**config.mk**
```make
export PLATFORM = sky130hd
export DESIGN_NAME = alu_normalize_flat
export DESIGN_NICKNAME = d
export VERILOG_FILES = /design/src/rtl/alu_normalize_if.sv /design/src/rtl/alu_normalize.sv /design/src/flat_wrapper.sv
export SDC_FILE = /design/constraint.sdc
export NUM_CORES = 1
export LEC_CHECK = 0
export CAP_MARGIN = 10
export CORE_UTILIZATION = 40
export DETAILED_ROUTE_END_ITERATION = 12
export DONT_BUFFER_PORTS = 1
export GPL_ROUTABILITY_DRIVEN = 0
export PLACE_DENSITY = 0.64
export SKIP_CTS_REPAIR_TIMING = 1
export SLEW_MARGIN = 20
export SYNTH_ARGS = -nofsm -noshare
export SYNTH_HDL_FRONTEND = slang
export SYNTH_SLANG_ARGS = --single-unit
```
**constraint.sdc**
```tcl
create_clock -name i_clk -period 2.5 [get_ports i_clk]
set_input_delay 0.25 -clock i_clk [delete_from_list [all_inputs] [get_ports i_clk]]
set_output_delay 0.25 -clock i_clk [all_outputs]
set_load 0.005 [all_outputs]
```
**src/rtl/alu_normalize_if.sv**
```systemverilog
// Request/response bundle for the iterative normalizer: operand and direction in,
// shift amount, normalized operand and zero flag out, valid/ready on both sides.
interface alu_normalize_if #(
  parameter int unsigned XLEN = 32
);
  localparam int unsigned CW = $clog2(XLEN) + 1;

  logic            i_valid;
  logic            o_ready;
  logic            i_direction;
  logic [XLEN-1:0] i_a;
  logic            o_valid;
  logic            i_ready;
  logic [CW-1:0]   o_count;
  logic [XLEN-1:0] o_result;
  logic            o_zero;

  modport slave (
    input  i_valid,
    input  i_direction,
    input  i_a,
    input  i_ready,
    output o_ready,
    output o_valid,
    output o_count,
    output o_result,
    output o_zero
  );

  modport master (
    output i_valid,
    output i_direction,
    output i_a,
    output i_ready,
    input  o_ready,
    input  o_valid,
    input  o_count,
    input  o_result,
    input  o_zero
  );
endinterface

```
**src/rtl/alu_normalize.sv**
```systemverilog
// Iterative normalizer: scans STEP bits per cycle for the first set bit from the top
// (left) or bottom (right), returning the shift amount and the normalized operand.
module alu_normalize #(
  parameter int unsigned XLEN = 32,
  parameter int unsigned STEP = 4
) (
  input logic                 i_clk,
  input logic                 i_rst,
  alu_normalize_if.slave      bus_io
);
  localparam int unsigned CW = $clog2(XLEN) + 1;

  typedef enum logic [1:0] {StIdle, StScan, StDone} state_e;

  state_e          state_q, state_d;
  logic [XLEN-1:0] shreg_q, shreg_d;
  logic [CW-1:0]   count_q, count_d;
  logic            dir_q, dir_d;
  logic            zero_q, zero_d;

  logic [STEP-1:0] win;
  logic            win_zero;
  logic [CW-1:0]   lz;
  logic [CW-1:0]   amt;
  logic            found;

  // Zeros counted from the scan-facing end of the window; equals STEP when empty.
  always_comb begin
    win      = dir_q ? shreg_q[STEP-1:0] : shreg_q[XLEN-1 -: STEP];
    win_zero = (win == '0);
    lz       = '0;
    found    = 1'b0;
    for (int i = 0; i < int'(STEP); i++) begin
      if (!found) begin
        if (dir_q ? win[i] : win[int'(STEP) - 1 - i]) begin
          found = 1'b1;
        end else begin
          lz = lz + CW'(1);
        end
      end
    end
    amt = win_zero ? CW'(STEP) : lz;
  end

  always_comb begin
    state_d = state_q;
    shreg_d = shreg_q;
    count_d = count_q;
    dir_d   = dir_q;
    zero_d  = zero_q;
    case (state_q)
      StIdle: begin
        if (bus_io.i_valid) begin
          dir_d = bus_io.i_direction;
          if (bus_io.i_a == '0) begin
            shreg_d = '0;
            count_d = CW'(XLEN);
            zero_d  = 1'b1;
            state_d = StDone;
          end else begin
            shreg_d = bus_io.i_a;
            count_d = '0;
            zero_d  = 1'b0;
            state_d = StScan;
          end
        end
      end
      StScan: begin
        shreg_d = dir_q ? (shreg_q >> amt) : (shreg_q << amt);
        count_d = count_q + amt;
        if (!win_zero) begin
          state_d = StDone;
        end
      end
      StDone: begin
        if (bus_io.i_ready) begin
          state_d = StIdle;
        end
      end
      default: state_d = StIdle;
    endcase
  end

  always_ff @(posedge i_clk) begin
    if (i_rst) begin
      state_q <= StIdle;
      shreg_q <= '0;
      count_q <= '0;
      dir_q   <= 1'b0;
      zero_q  <= 1'b0;
    end else begin
      state_q <= state_d;
      shreg_q <= shreg_d;
      count_q <= count_d;
      dir_q   <= dir_d;
      zero_q  <= zero_d;
    end
  end

  assign bus_io.o_ready  = (state_q == StIdle);
  assign bus_io.o_valid  = (state_q == StDone);
  assign bus_io.o_count  = count_q;
  assign bus_io.o_result = shreg_q;
  assign bus_io.o_zero   = zero_q;
endmodule

```
**src/flat_wrapper.sv**
```systemverilog
// flat-port wrapper written by rule: the top's interface ports become plain ports
module alu_normalize_flat 
#(
  parameter int unsigned XLEN = 32,
  parameter int unsigned STEP = 4
)
  (i_clk, i_rst, bus_io_i_valid, bus_io_i_direction, bus_io_i_a, bus_io_i_ready, bus_io_o_ready, bus_io_o_valid, bus_io_o_count, bus_io_o_result, bus_io_o_zero);
  alu_normalize_if #(.XLEN(XLEN)) bus_io_i ();
  input logic i_clk;
  input logic i_rst;
  input wire logic [$bits(bus_io_i.i_valid)-1:0] bus_io_i_valid;
  input wire logic [$bits(bus_io_i.i_direction)-1:0] bus_io_i_direction;
  input wire logic [$bits(bus_io_i.i_a)-1:0] bus_io_i_a;
  input wire logic [$bits(bus_io_i.i_ready)-1:0] bus_io_i_ready;
  output wire logic [$bits(bus_io_i.o_ready)-1:0] bus_io_o_ready;
  output wire logic [$bits(bus_io_i.o_valid)-1:0] bus_io_o_valid;
  output wire logic [$bits(bus_io_i.o_count)-1:0] bus_io_o_count;
  output wire logic [$bits(bus_io_i.o_result)-1:0] bus_io_o_result;
  output wire logic [$bits(bus_io_i.o_zero)-1:0] bus_io_o_zero;
  assign bus_io_i.i_valid = bus_io_i_valid;
  assign bus_io_i.i_direction = bus_io_i_direction;
  assign bus_io_i.i_a = bus_io_i_a;
  assign bus_io_i.i_ready = bus_io_i_ready;
  assign bus_io_o_ready = bus_io_i.o_ready;
  assign bus_io_o_valid = bus_io_i.o_valid;
  assign bus_io_o_count = bus_io_i.o_count;
  assign bus_io_o_result = bus_io_i.o_result;
  assign bus_io_o_zero = bus_io_i.o_zero;
  alu_normalize #(.XLEN(XLEN), .STEP(STEP)) u_core (.i_clk(i_clk), .i_rst(i_rst), .bus_io(bus_io_i));
endmodule
```
# Word level (Yosys, flattened, before mapping)
# Index checks and enable logic that the tools add are counted.
# Widths: inputs -> output; s select.
totals:
  regBits: 42
  inputBits: 37
  output_inout_bits: 41
  word_cells: 54
op_classes:
  addsub: 4
  eq_ne: 5
  shift: 2
  n_mux: 31
  reduce_logical: 7
ops:
  columns: ["op", "count"]
  rows:
  - ["$mux 32", 3]
  - ["$pmux 32 s2", 1]
  - ["$mux 6", 9]
  - ["$logic_not 32->1", 1]
  - ["$shl 32x6->32", 1]
  - ["$shr 32x6->32", 1]
  - ["$add 6x1->6 const B", 2]
  - ["$pmux 6 s2", 1]
  - ["$mux 1", 11]
  - ["$mux 2", 4]
  - ["$add 6x6->6", 1]
  - ["$ne 2x2->1 const B", 3]
  - ["$pmux 2 s3", 1]
  - ["$logic_not 4->1", 1]
  - ["$mux 4", 1]
  - ["$reduce_and 2->1", 2]
  - ["$reduce_and 3->1", 1]
  - ["$add 1x1->2 const B", 1]
  - ["$eq 2x1->1 const B", 1]
  - ["$eq 2x2->1 const B", 1]
  - ["$logic_not 2->1", 1]
  - ["$reduce_bool 2->1", 1]

# Depth between registers and ports, before layout
depth:
  ltp_word: 16
  depth_mapped: 12

# Worst setup path before layout
# OpenSTA, ideal clock, no wires.
synth_path:
  path_kind: "register to register"
  startpoint: "register u_core.shreg_q[2], in the netlist u_core.bus_io.o_result[2]"
  endpoint: "register u_core.count_q[5], in the netlist u_core.bus_io.o_count[5]"
  setup_time_ps: 138
  arrival_ps: 2428
  path_slack_ps: -66
  stages_incl_launch_ff: 13
  path_buffers: 2
  period_less_slack_ps: 2566
  cell_sequence: "dfxtp_1 -> clkbuf_1 -> or3b_4 -> o211ai_2 -> inv_2 -> clkbuf_1 -> ha_1 -> a21o_1 -> a21oi_1 -> nor2b_1 -> o21ai_0 -> or3_1 -> a41oi_1"
synth_via:
  elab_chain_len: 13
synth_lines:
  columns: ["element", "line", "rtl"]
  rows:
  - ["from (decl)", "alu_normalize.sv:16", "logic [XLEN-1:0] shreg_q, shreg_d;"]
  - ["from (signal assigned)", "alu_normalize.sv:93", "shreg_q <= shreg_d;"]
  - ["$mux 4 (*)", "alu_normalize.sv:29", "win = dir_q ? shreg_q[STEP-1:0] : shreg_q[XLEN-1 -: STEP];"]
  - ["$mux 1", "alu_normalize.sv:35", "if (dir_q ? win[i] : win[int'(STEP) - 1 - i]) begin"]
  - ["$mux 6", "alu_normalize.sv:35", null]
  - ["$mux 6", "alu_normalize.sv:34", "if (!found) begin"]
  - ["$add 6x1->6", "alu_normalize.sv:38", "lz = lz + CW'(1);"]
  - ["$mux 6", "alu_normalize.sv:35", null]
  - ["$mux 6", "alu_normalize.sv:34", null]
  - ["$add 6x1->6", "alu_normalize.sv:38", null]
  - ["$mux 6", "alu_normalize.sv:35", null]
  - ["$mux 6", "alu_normalize.sv:34", null]
  - ["$mux 6 (*)", "alu_normalize.sv:42", "amt = win_zero ? CW'(STEP) : lz;"]
  - ["$add 6x6->6 (*)", "alu_normalize.sv:70", "count_d = count_q + amt;"]
  - ["$pmux 6 s2 (*)", "alu_normalize.sv:51", "case (state_q)"]
  - ["to (signal assigned)", "alu_normalize.sv:94", "count_q <= count_d;"]
  - ["to (decl)", "alu_normalize.sv:17", "logic [CW-1:0] count_q, count_d;"]
# Every way passes the cells marked *; elsewhere a longest branch is shown, timed or not.
# A chain may end at the register's enable or synchronous reset.

# Final worst setup path
layout_path:
  startpoint: "register u_core.shreg_q[0], in the netlist u_core.bus_io.o_result[0]"
  endpoint: "register u_core.count_q[4], in the netlist u_core.bus_io.o_count[4]"
layout_via:
  elab_chain_len: 15
layout_lines:
  columns: ["element", "line"]
  rows:
  - ["$mux 4 (*)", "alu_normalize.sv:29"]
  - ["$mux 1 (2 in series)", "alu_normalize.sv:35"]
  - ["$add 1x1->2", "alu_normalize.sv:38"]
  - ["$mux 6", "alu_normalize.sv:35"]
  - ["$mux 6", "alu_normalize.sv:34"]
  - ["$add 6x1->6", "alu_normalize.sv:38"]
  - ["$mux 6", "alu_normalize.sv:35"]
  - ["$mux 6", "alu_normalize.sv:34"]
  - ["$add 6x1->6", "alu_normalize.sv:38"]
  - ["$mux 6", "alu_normalize.sv:35"]
  - ["$mux 6", "alu_normalize.sv:34"]
  - ["$mux 6 (*)", "alu_normalize.sv:42"]
  - ["$add 6x6->6 (*)", "alu_normalize.sv:70"]
  - ["$pmux 6 s2 (*)", "alu_normalize.sv:51"]
# Marked as above.

==> impl_metrics.env <==
export IMPL_p_seq_share_pct=26.9
export IMPL_syn_num_nets=666
export IMPL_cts_tree="built"
export IMPL_synthArstFlopShare_pct=0
export IMPL_wl_um=18600
export IMPL_initial_core_util_pct=41.7
export IMPL_p_int_uw=1910
export IMPL_grt_max_degree=47
export IMPL_die_w_um=106
export IMPL_min_delay_path_depth=1
export IMPL_routedWlPerCell_um=25.0
export IMPL_fin_nets=651
export IMPL_clock_latency_ps=310
export IMPL_yosys_warnings=0
export IMPL_yosys_area_top_type="dfxtp_1"
export IMPL_antennaDiodeCount=0
export IMPL_die_h_um=106
export IMPL_cp_data_required_time_ps=2690
export IMPL_hold_violations=0
export IMPL_area_growth_pct=9.86
export IMPL_grt_overflow_total=0
export IMPL_power_switching_uw=1970
export IMPL_ioPinCount=78
export IMPL_setup_worst_path_start_class="register"
export IMPL_yosysTopAreaCellShare_pct=19.3
export IMPL_cp_max_fo=4
export IMPL_yosysSeqAreaShare_pct=19.3
export IMPL_route_detailed_drc=0
export IMPL_hp_class="input port to register"
export IMPL_finalMaxSlewViolations=0
export IMPL_clkSinkCount=42
export IMPL_status="finished clean"
export IMPL_critPathKind="register to register"
export IMPL_arrival_ps=2590
export IMPL_port_buffers=0
export IMPL_hold_path_startpoint="i_rst"
export IMPL_post_route_period_util_pct=96.0
export IMPL_grt_use_total_pct=32.4
export IMPL_vdd_drop_max_mv=0.290
export IMPL_synth_edff_count=0
export IMPL_max_freq_ghz=0.417
export IMPL_drt_initial_drc_count=774
export IMPL_clock_path_buffers=2
export IMPL_yosys_area_share_simple_pct=22.0
export IMPL_ys_ff_latch=42
export IMPL_critPathCaptureType="register"
export IMPL_coreArea_mm2=0.0105
export IMPL_drive_gt1_share_pct=15.1
export IMPL_cts_htree_levels=2
export IMPL_antenna_left=0
export IMPL_cts_inserted_buffers=5
export IMPL_postSynthAreaPerCell_um2=7.00
export IMPL_layout_commonest_cell="nand2_1"
export IMPL_hpwl_um=12700
export IMPL_r2r_start="u_core.bus_io.o_result[0]$_SDFFE_PP0P_"
export IMPL_syn_inst=624
export IMPL_rows=37
export IMPL_setup_viol=0
export IMPL_synthAdderAreaFrac_pct=1.61
export IMPL_whs_ps=4.31
export IMPL_drv_cap=0
export IMPL_clkPwrFrac_pct=15.2
export IMPL_relSlewSlack_pct=58.5
export IMPL_worstRegToRegCells=11
export IMPL_worstHoldEndpoint="u_core.bus_io.o_zero$_SDFFE_PP0P_"
export IMPL_skew_ps=9.74
export IMPL_via_per_inst=7.39
export IMPL_muxShareOfSynthArea_pct=5.47
export IMPL_synth_top_family_by_area="compound AO/OA/AOI/OAI gates"
export IMPL_cts_clk_slew_worst_paths_ps=90
export IMPL_combPwrFrac_pct=57.9
export IMPL_p_sw_share_pct=50.8
export IMPL_grt_pass1_wl_um=28800
export IMPL_antenna_found_initial=0
export IMPL_layout_min_cycle_time_ps=2400
export IMPL_r2r_slack_ps=100
export IMPL_cts_root_buf="clkbuf_8"
export IMPL_synth_distinct_cells=78
export IMPL_p_leak_uw=0.00164
export IMPL_detail_route_first_pass_iterations=7
export IMPL_power_density_mw_per_mm2=809
export IMPL_synth_xor_area_share_pct=0.401
export IMPL_reg2reg_to="u_core.bus_io.o_count[4]$_SDFFE_PP0P_"
export IMPL_p_total_uw=3880
export IMPL_layout_common_cells="nand2_1 (82), buf_4 (51), nor2_1 (43), a21oi_1 (41), dfxtp_1 (41)"
export IMPL_die_area_mm2=0.0113
export IMPL_syn_cell_area_mm2=0.00437
export IMPL_synth_area_leaders="dfxtp_1 (19%), nand2_1 (7.1%), a22oi_1 (5.2%)"
export IMPL_worst_pin_slew_ps=620
export IMPL_grt_pass1_vias=5140
export IMPL_vias=5503
export IMPL_synthFlopType="dfxtp_1"
export IMPL_synth_compound_area_share_pct=42.0
==> through the flow <==
step / worst slack [ps] / setup TNS (ps) / instances / cell area (µm²) / util (%)
3_3_place_gp: 146 / 0 / 733 / 4610 / 44.1
2_1_floorplan: 1.14 / 0 / 624 / 4370 / -
4_1_cts: 9.55 / 0 / 740 / 4720 / 45.1
6_report: 99.5 / 0 / 745 / 4800 / 45.8
3_5_place_dp: 18.3 / 0 / 733 / 4610 / 44.1
5_1_grt: -18.4 / -18.4 / 745 / 4800 / 45.8
==> worst max-delay path: stages, from the launching register on <==
cell and delay [ps]:
dfxtp_1 440, and2b_1 280, a22oi_4 240, inv_2 80, nand2_4 70, inv_4 30
ha_1 200, fa_1 410, a21o_1 170, a21oi_1 160, or3_1 120, a21oi_1 60
==> power groups by stage <==
| stage | logic [µW] | registers, µW | clock network (µW) |
|---|---|---|---|
| 2_1_floorplan | 1640 | 861 | 0 |
| 3_3_place_gp | 2100 | 1040 | 0 |
| 3_5_place_dp | 2120 | 1040 | 0 |
| 4_1_cts | 2130 | 1030 | 590 |
| 5_1_grt | 2390 | 1050 | 625 |
| 6_report | 2250 | 1040 | 591 |
==> synth_stat cells, drive strengths merged, types with 4 or more instances <==
library cell   n
clkbuf        59
nor4           8
o21ai         33
a221o          4
a21oi         42
o211ai        11
a21o           4
a31oi         10
o221ai         8
nor2          45
nand2b         4
o311ai         4
nand3         24
o31ai          5
o22ai         33
o2111ai        6
a32oi          4
inv           11
mux2           5
o32ai          7
a221oi        16
ha             4
buf           19
nor3          20
mux2i         16
a211oi        12
dfxtp         42
a22oi         32
nand2         83
or3            7
==> state kept, by name, summed over array words and instances (netlist names) <==
register and cells:
u_core.bus_io.o_zero 1, u_core.bus_io.o_count 6, u_core.state_q 2, u_core.dir_q 1, u_core.bus_io.o_result 32
==> worst max-delay path by stage <==
stage / from / end / slack [ps] / depth (start not counted)
after floorplan: u_core.bus_io.o_result[2]$_SDFFE_PP0P_ / u_core.bus_io.o_count[5]$_SDFFE_PP0P_ / 1 / 12
after global placement: u_core.dir_q$_SDFFE_PP0P_ / u_core.bus_io.o_count[4]$_SDFFE_PP0P_ / 150 / 10
after detailed placement: u_core.dir_q$_SDFFE_PP0P_ / u_core.bus_io.o_count[4]$_SDFFE_PP0P_ / 20 / 10
after CTS: u_core.dir_q$_SDFFE_PP0P_ / u_core.bus_io.o_count[4]$_SDFFE_PP0P_ / 10 / 10
after global routing: u_core.dir_q$_SDFFE_PP0P_ / u_core.bus_io.o_result[11]$_SDFFE_PP0P_ / -20 / 9
final: u_core.bus_io.o_result[0]$_SDFFE_PP0P_ / u_core.bus_io.o_count[4]$_SDFFE_PP0P_ / 100 / 11
==> cells by family after synthesis <==
family / count (synthesis)
xor gates and xnor gates: 2
muxes: 22
AOI/OAI and AO/OA: 254
and+or+nand+nor: 207
other: 1
adders and majority gates: 5
buffers and inverters: 91
DFF: 42
==> metal layers <==
| metal | track usage, % | share of wire [%] | vias to the layer above |
|---|---|---|---|
| li1 | - | - | 2379 |
| met1 | 43.2 | 39 | 2563 |
| met2 | 47.4 | 42 | 465 |
| met3 | 8.09 | 14 | 96 |
| met4 | 17.5 | 5.5 | 0 |
| met5 | 0 | 0 | - |
==> cell type report <==
type,count,area [µm²]
flip-flops and latches,42,845
clock inverters,1,30.0
clock buffers,6,82.6
fillers,1096,5670
repair buffers,56,453
inverters,13,51.3
well taps,136,170
multi-input cells,491,3160
(Power assumes the default switching activity.)
